$ cat config.mk
export PLATFORM = sky130hd
export DESIGN_NAME = nand_gate_16b_flat
export DESIGN_NICKNAME = d
export VERILOG_FILES = /design/src/rtl/alu_pkg.sv /design/src/rtl/nand_gate_16b_if.sv /design/src/rtl/nand_bit.sv /design/src/rtl/nand_gate_16b.sv /design/src/flat_wrapper.sv
export SDC_FILE = /design/constraint.sdc
export NUM_CORES = 1
export LEC_CHECK = 0
export ABC_AREA = 1
export BUFFER_PORTS_ARGS = -buffer_cell sky130_fd_sc_hd__buf_4
export CORE_MARGIN = 8
export CORE_UTILIZATION = 38
export DETAILED_ROUTE_END_ITERATION = 8
export GPL_TIMING_DRIVEN = 1
export PLACE_DENSITY = 0.78
export SYNTH_ARGS = -nofsm -noshare
export SYNTH_HDL_FRONTEND = slang
export SYNTH_SLANG_ARGS = --single-unit
$ cat constraint.sdc
create_clock -name clk -period 0.8 [get_ports clk]
set_input_delay 0.08 -clock clk [delete_from_list [all_inputs] [get_ports clk]]
set_output_delay 0.08 -clock clk [all_outputs]
set_load 0.05 [all_outputs]
$ cat src/rtl/alu_pkg.sv
// Shared constants for the 16-bit Harvard processor ALU datapath units.
package alu_pkg;

    // Native datapath width; default operand width for ALU sub-units.
    localparam int unsigned DATA_W = 16;

    // Returns 1 when every bit of a NAND result is zero, i.e. both operands were all ones.
    function automatic logic nand_all_zero(input logic [DATA_W-1:0] y);
        return ~|y;
    endfunction

endpackage

$ cat src/rtl/nand_gate_16b_if.sv
// Operand/result bundle for the NAND unit. The producer uses master, the unit uses slave.
interface nand_gate_16b_if
    import alu_pkg::*;
#(
    parameter int unsigned WIDTH = DATA_W
);

    logic [WIDTH-1:0] a;
    logic [WIDTH-1:0] b;
    logic             in_valid;
    logic [WIDTH-1:0] out;
    logic             out_valid;
    logic             all_zero;

    modport master (
        output a,
        output b,
        output in_valid,
        input  out,
        input  out_valid,
        input  all_zero
    );

    modport slave (
        input  a,
        input  b,
        input  in_valid,
        output out,
        output out_valid,
        output all_zero
    );

endinterface

$ cat src/rtl/nand_bit.sv
// Single-bit NAND primitive; the building block for the wider logic units.
module nand_bit (
    input  logic a,
    input  logic b,
    output logic y
);

    assign y = ~(a & b);

endmodule

$ cat src/rtl/nand_gate_16b.sv
// Bitwise NAND datapath unit with optional one-cycle registered output stage.
module nand_gate_16b
    import alu_pkg::*;
#(
    parameter int unsigned WIDTH   = DATA_W,
    parameter bit          REG_OUT = 1'b1
) (
    input  logic             clk,
    input  logic             rst,
    nand_gate_16b_if.slave   bus
);

    logic [WIDTH-1:0] nand_y;
    logic             nand_zero;

    // Bits are independent: one primitive per bit, no cross-bit logic in the core.
    for (genvar i = 0; i < WIDTH; i++) begin : g_bit
        nand_bit u_nand_bit (
            .a (bus.a[i]),
            .b (bus.b[i]),
            .y (nand_y[i])
        );
    end

    // Zero result only occurs when both operands are all ones.
    assign nand_zero = ~|nand_y;

    if (REG_OUT) begin : g_reg
        logic [WIDTH-1:0] out_q;
        logic             valid_q;
        logic             zero_q;

        // Output register bank; data holds when no valid operands arrive.
        always_ff @(posedge clk) begin
            if (rst) begin
                out_q   <= '1;
                valid_q <= 1'b0;
                zero_q  <= 1'b0;
            end else begin
                valid_q <= bus.in_valid;
                if (bus.in_valid) begin
                    out_q  <= nand_y;
                    zero_q <= nand_zero;
                end
            end
        end

        assign bus.out       = out_q;
        assign bus.out_valid = valid_q;
        assign bus.all_zero  = zero_q;
    end else begin : g_comb
        // Clock and reset have no function in the passthrough configuration.
        logic unused_clk_rst;
        assign unused_clk_rst = clk ^ rst;

        assign bus.out       = nand_y;
        assign bus.out_valid = bus.in_valid;
        assign bus.all_zero  = nand_zero;
    end

endmodule

$ cat src/flat_wrapper.sv
// flat-port wrapper written by rule: the top's interface ports become plain ports
module nand_gate_16b_flat import alu_pkg::*;
#(
    parameter int unsigned WIDTH   = DATA_W,
    parameter bit          REG_OUT = 1'b1
)
  (clk, rst, bus_a, bus_b, bus_in_valid, bus_out, bus_out_valid, bus_all_zero);
  nand_gate_16b_if #(.WIDTH(WIDTH)) bus_i ();
  input  logic clk;
  input  logic rst;
  input wire logic [$bits(bus_i.a)-1:0] bus_a;
  input wire logic [$bits(bus_i.b)-1:0] bus_b;
  input wire logic [$bits(bus_i.in_valid)-1:0] bus_in_valid;
  output wire logic [$bits(bus_i.out)-1:0] bus_out;
  output wire logic [$bits(bus_i.out_valid)-1:0] bus_out_valid;
  output wire logic [$bits(bus_i.all_zero)-1:0] bus_all_zero;
  assign bus_i.a = bus_a;
  assign bus_i.b = bus_b;
  assign bus_i.in_valid = bus_in_valid;
  assign bus_out = bus_i.out;
  assign bus_out_valid = bus_i.out_valid;
  assign bus_all_zero = bus_i.all_zero;
  nand_gate_16b #(.WIDTH(WIDTH), .REG_OUT(REG_OUT)) u_core (.clk(clk), .rst(rst), .bus(bus_i));
endmodule
### Word-level counts from Yosys, hierarchy flattened

Cells that the tools add are included.

* bits in registers: 18
* input bits: 35
* output and inout bits: 18
* logic and storage cells: 37

* bitwise operators: 32
* reductions and logical operators: 2

Operators by type and width (number)
* 1-bit AND: 16
* 1-bit inverter: 16
* 16-bit OR reduction: 1
* 1-bit zero test: 1

### Depth between registers and ports, before layout

Gate-level depths: netlist of run 1.

* depth in word-level cells: 4
* depth in mapped cells: 7
* gate-level depth less buffers: 6

### Modules after synthesis

A second synthesis of run 1 with hierarchy kept.

* cells, all modules: 105
* area total of the unflattened synthesis: 753.2 um2

By module, submodules not included
* nand_gate_16b: instances 1, cells each 89, area each 693.2 um2
* nand_bit: instances 16, cells each 1, area each 3.8 um2

### Worst setup path after synthesis of run 1

OpenSTA, ideal clock, no wires.

* path type: reg2reg
* start: register, netlist name u_core.bus.all_zero
* end: register u_core.g_reg.zero_q, in the netlist u_core.bus.all_zero
* setup time: 66 ps
* data arrival time: 863 ps
* setup slack: -129 ps
* cell stages (with the launch flop): 3
* buffers on the path: 0
* period minus slack after synthesis: 929 ps
* cell sequence: dfxtp_1 nand2_1 a21oi_2

RTL lines
* end signal, assigned: RTL line nand_gate_16b.sv:43 `zero_q <= nand_zero;`
* end, declared: RTL line nand_gate_16b.sv:31 `logic zero_q;`

### Worst setup path after layout of run 1

* start: register u_core.g_reg.out_q[8], in the netlist u_core.bus.out[8]
* end: output port bus_out[8]

RTL lines
* start, declared: RTL line nand_gate_16b.sv:29 `logic [WIDTH-1:0] out_q;`
* start signal, assigned: RTL line nand_gate_16b.sv:42 `out_q <= nand_y;`
* end, declared: RTL line flat_wrapper.sv:14 `output wire logic [$bits(bus_i.out)-1:0] bus_out;`

No word-level cell between the ends.

==> results.md, run 1 <==
* Run status: finished with violations
* Failing checks: negative setup slack
* Number of cells after detailed placement at 181
* Synthesis-stage register bit count at 18
* Starting density of the core at 39.0%
* Root Driver: clkbuf_4
* Count of cells along the worst hold path at 2
* Cell-by-cell listing of the critical path: buf_8
* Maximum clock skew at final layout at 0 ns
* Standard cell with the maximum stage delay on the critical path: dfxtp_2
* Power density over cell area at 1590 mW/mm²
* CP Data Required Time at 0.72 ns
* Proportion of layout cells with a drive suffix above 1 at 51.6%
* Iter 0 DRT Violations at 13
* Crit path largest cell delay at 0.37 ns
* Remaining routing DRC violations at 0
* Worst path top cell family by delay: flip-flops
* Maximum buffer depth of the clock tree at 2
* RSZ-0062 raised after global routing: yes
* Clock input transition at the sequential cells of the worst setup and hold paths at 0.10 ns
* Total Power at 2.18 mW
* Critical path endpoint category: output port
* H-tree level count at 1
* TritonCTS Buffers at 3
* Fmax at 1130 MHz
* Number of gates on the worst path with buffers counted at 1
* Top cells by instance count after synthesis: nand2_1, dfxtp_1, nand3_1
* Sum of overflow across all layers after global routing at 0
* Worst rel slew slack at 82.3%
* Slew at the pin closest to its max-slew limit at 0.264 ns
* Clock network latency to the later pin of the worst-skew pair at 0.28 ns
* CP Buf/Inv Count at 1
* Vias in the first global route at 903
* GRT Util Overall at 14.0%
* Number of endpoints with negative hold slack in the final report at 0
* Worst-case vdd ir drop at 1000 µV
* Total Neg Setup Slack at -1.12 ns
* Final critical-path required period at 0.882 ns
* Number of antenna-violating nets in the routed design at 0
* Part of the cycle the worst path needs at 110%
* Min-delay worst type: input pin to flop
* Fin Hold WS at 0.0263 ns
* Startpoint kind of the worst setup timing path: flop
* Cell area after synthesis at 734 µm²
* Critical Path AT at 0.80 ns
* Die Area at 0.00360 mm²
* Primary flip-flop cell chosen by synthesis mapping: dfxtp_1
* Gate Count Post-Synth at 103
* Cells on worst reg2reg path at 3
* Number of nets in the finished design at 195
* Proportion of synthesized flip-flops having asynchronous set or reset at 0%
* Vertical die dimension at 60.0 µm
* Top cell type by total area after synthesis: dfxtp_1
* Count of unique library cells instantiated by Yosys at 13
* Count of clock tree sinks at 18
* Register area share after synthesis at 49.1%
* Fin. max-slew vios at 0
* Die outline width at 60.0 µm
* First-pass iteration count of the detailed router at 4
* Worst path setup slack after routing at -0.0819 ns
* Proportion of netlist area held by the largest area contributor at 49.1%
* Count of warnings emitted by yosys at 0
* Number of nets in the synthesized netlist at 138
* Pin count of the biggest net entering global routing at 21
* Antenna fix cells at 0
* Global placement routability congestion at 0.709
* Global-route wire length before repair at 3.86 mm
* Detail Placement HPWL at 1.87 mm
* Post-synth EDFFs at 0
* Total of endpoints with negative setup slack in the final report at 18
* Antenna violations before repair at 0
* Dpl ws at -0.00417 ns
* I/O pin count at 53
* Maxcap violations at 0
* Cell leakage power at 0.684 nW
* Top cells by area, synth: dfxtp_1, nand2_1, nand3_1, o21ai_0, a21oi_1
* Setup CP Type: flop to output port
* Count leader, synth: nand2_1
* Syn avg cell area at 7.13 µm²
* Fin cells at 186
* Number of buffers inserted by port buffering at 52
* Routed WL per cell at 13.0 µm
* Vias after detailed routing at 846
* Vias/cell at 4.55
* Sum of routed wire length over all layers at 2.41 mm
* Area delta synth->final at 86.4%
* Max Fanout on Critical Path at 2
* Clock tree from TritonCTS: done
* Core box area at 0.00188 mm²
* Placement Rows at 16
[metal layers]
layer	up-vias	wire, µm	track usage [%]
li1	438	-	-
met1	362	872	12.8
met2	44	1230	26.8
met3	2	294	7.10
met4	0	9	3.06
met5	-	0	0
[cell usage in the layout (no fill, tap or decap), drive strengths merged]
cell type  count
clkinv         1
nor2           9
dfxtp         18
clkbuf         4
nand3         12
a21oi          8
nand2         34
inv            9
o21ai          8
buf           56
[state kept, by name (all words and copies together) (netlist names)]
name	cells
u_core.bus.all_zero	1
u_core.bus.out	16
u_core.bus.out_valid	1
[metrics by stage]
stage	instance area [µm²]	util (%)
CTS	1360	72.1
floorplan	756	-
global route	1370	72.7
global placement	1190	63.2
detailed placement	1190	63.2
finish	1370	72.7
[logic make-up after synthesis]
family | share of synthesized area [%]
buffers and inverters | 8.69
flip-flops | 49.1
AO/OA/AOI/OAI | 11.4
AND/OR/NAND/NOR | 30.8
[cell type report]
class                      instances  area, µm²
inverter                          10       37.5
timing repair buffer              56        564
tap                               27       33.8
multi-input combinational         71        314
clock buffer                       4       36.3
fill                             161        513
sequential                        18        383
[repair_timing]
item | 4_1_cts | 5_1_grt
hold buffers | 0 | 0
setup endpoints to repair | 18 | 18
hold endpoints to repair | 0 | 0
gates resized for setup | 36 | 2
buffers inserted | 0 | 1
pin swaps | 0 | 0
[worst paths after layout]
path / from / endpoint / slack (ns)
worst max-delay path: u_core.bus.out[8]$_SDFFE_PP1P_ / bus_out[8] / -0.08
worst min-delay path: rst / u_core.bus.all_zero$_SDFFE_PP0P_ / 0.03
worst max register to register: u_core.bus.out[6]$_SDFFE_PP1P_ / u_core.bus.out[6]$_SDFFE_PP1P_ / 0.05
worst min register to register: u_core.bus.out[10]$_SDFFE_PP1P_ / u_core.bus.out[10]$_SDFFE_PP1P_ / 0.49
[where the power goes]
group	internal (mW)	switching (mW)	leakage, nW
sequential	0.960	0.0459	0.145
clock	0.277	0.262	0.0210
combinational	0.304	0.331	0.518
total	1.54	0.639	0.684
No activity file was read; power rests on OpenSTA's default activity.
==> run 2, diff against run 1 <==
--- a/config.mk
+++ b/config.mk
@@ -9,2 +9,3 @@
 export BUFFER_PORTS_ARGS = -buffer_cell sky130_fd_sc_hd__buf_4
+export CORE_ASPECT_RATIO = 1.1
 export CORE_MARGIN = 8
@@ -13,3 +14,3 @@
 export GPL_TIMING_DRIVEN = 1
-export PLACE_DENSITY = 0.78
+export PLACE_DENSITY = 0.86
 export SYNTH_ARGS = -nofsm -noshare
==> constraint.sdc (replaced) <==
create_clock -name clk -period 0.8 [get_ports clk]
set_input_delay 0.16 -clock clk [delete_from_list [all_inputs] [get_ports clk]]
set_output_delay 0.16 -clock clk [all_outputs]
set_load 0.05 [all_outputs]
==> run 2 against run 1 <==
The run still ends with negative setup slack left. Core utilization grew 6.8 points. Hold slack gained 0.074 ns. First-iteration DRC count shrank 38%. Sequential cell count is the same. Die area is essentially flat. Sequential share of layout area shrank 1.2 points. Design area grew 4.7%. Critical path type unchanged. Worst setup slack lost 0.094 ns. Clock power grew 6.9%. Combinational power grew 6.5%.
==> results.md, run 2 (synthesis results as in run 1) <==
* Global placement routability congestion at 0.731
* Crit path largest cell delay at 0.37 ns
* Root Driver: clkbuf_4
* Sum of overflow across all layers after global routing at 0
* RSZ-0062 raised after global routing: yes
* H-tree level count at 1
* Number of endpoints with negative hold slack in the final report at 0
* Worst rel slew slack at 81.7%
* Filler cell count in the final layout at 133
* Clock network latency to the later pin of the worst-skew pair at 0.29 ns
* Layout Utilization at 79.5%
* Clock tree from TritonCTS: done
* Count of cells along the worst hold path at 2
* Fin. max-slew vios at 0
* Starting density of the core at 40.8%
* Fmax at 1020 MHz
* Critical Path AT at 0.82 ns
* Die outline width at 57.9 µm
* Startpoint kind of the worst setup timing path: flop
* Number of flip-flops under the largest register name at 16
* Antenna fix cells at 0
* Sum of routed wire length over all layers at 2.68 mm
* Antenna violations before repair at 0
* Power density over cell area at 1580 mW/mm²
* Number of gates on the worst path with buffers counted at 1
* Min-delay worst type: input pin to flop
* I/O pin count at 53
* Maxcap violations at 0
* Detail Placement HPWL at 1.99 mm
* Global-route wire length before repair at 4.22 mm
* CP Buf/Inv Count at 1
* GRT Util Overall at 14.6%
* Total of endpoints with negative setup slack in the final report at 19
* TritonCTS Buffers at 3
* Run status: finished with violations
* Most common cell after layout, fill and taps aside: buf_4
* Number of nets in the finished design at 203
* Vertical die dimension at 62.1 µm
* Clock input transition at the sequential cells of the worst setup and hold paths at 0.11 ns
* Most used cells in the layout excluding fill and tap cells: buf_4, nand2_1, buf_8, dfxtp_2, nand3_1
* Die Area at 0.00360 mm²
* Failing checks: negative setup slack
* Cell leakage power at 0.728 nW
* Worst path top cell family by delay: flip-flops
* Max Fanout on Critical Path at 2
* Setup CP Type: flop to output port
* Standard cell with the maximum stage delay on the critical path: dfxtp_2
* Count of clock tree sinks at 18
* Area delta synth->final at 95.1%
* Critical path endpoint category: output port
* Final critical-path required period at 0.976 ns
* Vias/cell at 4.88
* Slew at the pin closest to its max-slew limit at 0.273 ns
* Part of the cycle the worst path needs at 122%
* Maximum clock skew at final layout at 0 ns
* Routed WL per cell at 14.5 µm
* Vias after detailed routing at 903
* Maximum buffer depth of the clock tree at 2
* Cells on worst reg2reg path at 4
* Total Power at 2.26 mW
* Worst path setup slack after routing at -0.176 ns
* Vias in the first global route at 955
* Number of buffers inserted by port buffering at 52
* CP Data Required Time at 0.64 ns
* Worst-case vdd ir drop at 1130 µV
* Placement Rows at 16
* Proportion of layout cells with a drive suffix above 1 at 54.5%
* Core box area at 0.00180 mm²
* Number of antenna-violating nets in the routed design at 0
* Remaining routing DRC violations at 0
* Cell-by-cell listing of the critical path: buf_8
* Pin count of the biggest net entering global routing at 18
* First-pass iteration count of the detailed router at 4
* Iter 0 DRT Violations at 8
## run 2: changes by cell type in the layout (fill, tap and decap cells not counted), sizes merged
cell	delta
buf	+8
## run 2: report_power, final
part / leakage (nW) / internal [mW] / switching, mW
logic: 0.562 / 0.331 / 0.346
clock network: 0.0210 / 0.277 / 0.299
registers: 0.145 / 0.960 / 0.0480
## run 2: worst paths after layout
kind / from / endpoint / slack [ns]
worst min register to register: u_core.bus.out[7]$_SDFFE_PP1P_ / u_core.bus.out[7]$_SDFFE_PP1P_ / 0.50
worst max-delay path: u_core.bus.out[10]$_SDFFE_PP1P_ / bus_out[10] / -0.18
worst min-delay path: rst / u_core.bus.all_zero$_SDFFE_PP0P_ / 0.10
worst max register to register: u_core.bus.all_zero$_SDFFE_PP0P_ / u_core.bus.all_zero$_SDFFE_PP0P_ / -0.02
## run 2: repair_timing
action                     4_1_cts  5_1_grt
setup endpoints to repair       18       18
hold buffers                     0        0
pin swaps                        0        3
setup buffers                    3        3
gates resized for setup         37        4
## run 2: layout make-up
class | instances | area, µm² | share of cell area [%]
repair buffers | 64 | 636 | 44.4
clock buffers | 4 | 36.3 | 2.53
flip-flops and latches | 18 | 383 | 26.7
inverters | 10 | 37.5 | 2.62
multi-input cells | 71 | 318 | 22.2
well taps | 18 | 22.5 | 1.57
## run 2: through the flow
step	instance area, µm²	hold slack, ns	cells	setup slack [ns]	TNS [ns]
floorplan	756	0.336	103	0.0386	0
global placement	1200	0.392	175	-0.0553	-0.0553
detailed placement	1200	0.402	175	-0.0705	-0.229
CTS	1400	0.0790	182	-0.182	-2.93
global route	1430	0.0889	185	-0.217	-3.63
finish	1430	0.100	185	-0.176	-2.95
## run 2: per-layer routing
layer / share of wire (%) / vias to the layer above / track usage, % / wire length [µm]
met5: 0 / - / 0 / 0
met4: 0 / 0 / 4.91 / 0
met3: 9.5 / 0 / 6.38 / 256
met2: 50 / 48 / 25.7 / 1340
met1: 40 / 401 / 14.6 / 1090
li1: - / 454 / - / -
==> run 3, diff against run 2 <==
Settings changed: CORE_MARGIN 8 to default.
==> run 3 against run 2 <==
Sequential cell count stayed put. Non-clock buffer count decreased by 3. Hold slack lost 0.016 ns. Global-route usage rose by 3.9 points. Clock-buffer cell count fell by 1. Final cell count shrank 2.2%. Critical path depth unchanged. Die area decreased by 41%. Clock power shrank 24%. Largest cell class unchanged. The flow finishes with violations (design-rule violations, negative setup slack). Routed wire length shrank 26%.
==> results.md, run 3 (synthesis results as in run 1) <==
* Worst rel slew slack at 83.0%
* Die outline width at 43.9 µm
* H-tree level count at 1
* Core box area at 0.00180 mm²
* Detail Placement HPWL at 1.52 mm
* Most used cells in the layout excluding fill and tap cells: buf_4, nand2_1, dfxtp_2
* Die Area at 0.00211 mm²
* Maxcap violations at 0
* Area delta synth->final at 87.1%
* Setup CP Type: flop to output port
* Vias in the first global route at 743
* Run status: finished with violations
* Register-to-register path setup slack at 0.05 ns
* Maximum clock skew at final layout at 0 ns
* GRT Util Overall at 18.5%
* Sum of overflow across all layers after global routing at 0
* Sum of routed wire length over all layers at 1.98 mm
* TritonCTS Buffers at 3
* Maximum buffer depth of the clock tree at 2
* Proportion of layout cells with a drive suffix above 1 at 52.8%
* Critical path endpoint category: output port
* Number of buffers added to fix hold violations after cts at 0
* Max Fanout on Critical Path at 2
* Most common cell after layout, fill and taps aside: buf_4
* Fin. max-slew vios at 0
* Number of endpoints with negative hold slack in the final report at 0
* Cell leakage power at 0.697 nW
* Power density over cell area at 1510 mW/mm²
* Antenna violations before repair at 0
* Switch Pwr at 0.634 mW
* Number of buffers inserted by port buffering at 52
* Slew at the pin closest to its max-slew limit at 0.253 ns
* Cell-by-cell listing of the critical path: buf_8
* Worst-case vdd ir drop at 1290 µV
* Vertical die dimension at 48.1 µm
* Clock network latency to the later pin of the worst-skew pair at 0.29 ns
* Starting density of the core at 40.8%
* Remaining routing DRC violations at 5
* Number of nets in the finished design at 200
* RSZ-0062 raised after global routing: yes
* Design internal power at 1.45 mW
* Part of the cycle the worst path needs at 121%
* Iter 0 DRT Violations at 28
* Antenna fix cells at 0
* Vias/cell at 4.93
* Standard cell with the maximum stage delay on the critical path: dfxtp_2
* Fin Hold WS at 0.0845 ns
* Worst path setup slack after routing at -0.167 ns
* Vias after detailed routing at 893
* Clock input transition at the sequential cells of the worst setup and hold paths at 0.09 ns
* CP Data Required Time at 0.64 ns
* Critical Path AT at 0.81 ns
* I/O pin count at 53
* CP Buf/Inv Count at 1
* Number of antenna-violating nets in the routed design at 0
* Combinational fraction of design power at 30.6%
* Root Driver: clkbuf_4
* Count of clock tree sinks at 18
* Clock power frac at 21.0%
* First-pass iteration count of the detailed router at 6
* Fraction of power spent switching nets at 30.5%
* Failing checks: design-rule violations, negative setup slack
* Placement Rows at 16
* Part of the power in registers at 48.4%
* Startpoint kind of the worst setup timing path: flop
* Number of flip-flops under the largest register name at 16
* Routed WL per cell at 10.9 µm
* Total of endpoints with negative setup slack in the final report at 18
* Crit path largest cell delay at 0.36 ns
* Pin count of the biggest net entering global routing at 17
* Global placement routability congestion at 0.745
* Fmax at 1030 MHz
* Dpl ws at -0.0414 ns
* Worst path top cell family by delay: flip-flops
* Min-delay worst type: input pin to flop
* Global-route wire length before repair at 2.82 mm
* Clock tree from TritonCTS: done
* Total Neg Setup Slack at -2.74 ns
* Final critical-path required period at 0.967 ns
==> run 3: cell type report <==
type,count,area [µm²]
multi-input cells,71,314
inverters,10,37.5
clock buffers,3,22.5
repair buffers,61,594
fillers,130,428
well taps,18,22.5
flip-flops and latches,18,383
==> run 3: layer usage <==
layer	vias to the layer above	track usage (%)	wire length, µm
met5	-	0	0
met4	0	9.09	33
met3	5	4.07	169
met2	40	37.3	1030
met1	399	18.2	741
li1	449	-	-
==> run 3: worst paths after layout <==
check,startpoint,to,depth (start not counted)
min reg2reg,u_core.bus.out[8]$_SDFFE_PP1P_,u_core.bus.out[8]$_SDFFE_PP1P_,2
max reg2reg,u_core.bus.out[7]$_SDFFE_PP1P_,u_core.bus.out[7]$_SDFFE_PP1P_,3
max,u_core.bus.out[11]$_SDFFE_PP1P_,bus_out[11],1
min,rst,u_core.bus.all_zero$_SDFFE_PP0P_,2
==> run 3: timing repair <==
action | CTS | global route
setup endpoints to repair | 18 | 18
gates resized for setup | 25 | 11
setup buffers | 0 | 2
==> run 3: power groups by stage <==
| stage | clock [mW] | combinational (mW) | sequential (mW) |
|---|---|---|---|
| 2_1_floorplan | 0 | 0.125 | 1.19 |
| 3_3_place_gp | 0 | 0.557 | 1.00 |
| 3_5_place_dp | 0 | 0.567 | 1.01 |
| 4_1_cts | 0.445 | 0.612 | 1.00 |
| 5_1_grt | 0.480 | 0.680 | 1.01 |
| 6_report | 0.437 | 0.638 | 1.01 |
==> run 3: per-stage QoR <==
step | util (%) | power [mW] | instance area (µm²) | instances
CTS | 73.3 | 2.06 | 1320 | 179
detailed placement | 67.0 | 1.57 | 1210 | 176
global route | 76.3 | 2.17 | 1370 | 181
finish | 76.3 | 2.08 | 1370 | 181
global placement | 67.0 | 1.56 | 1210 | 176
floorplan | - | 1.31 | 756 | 103
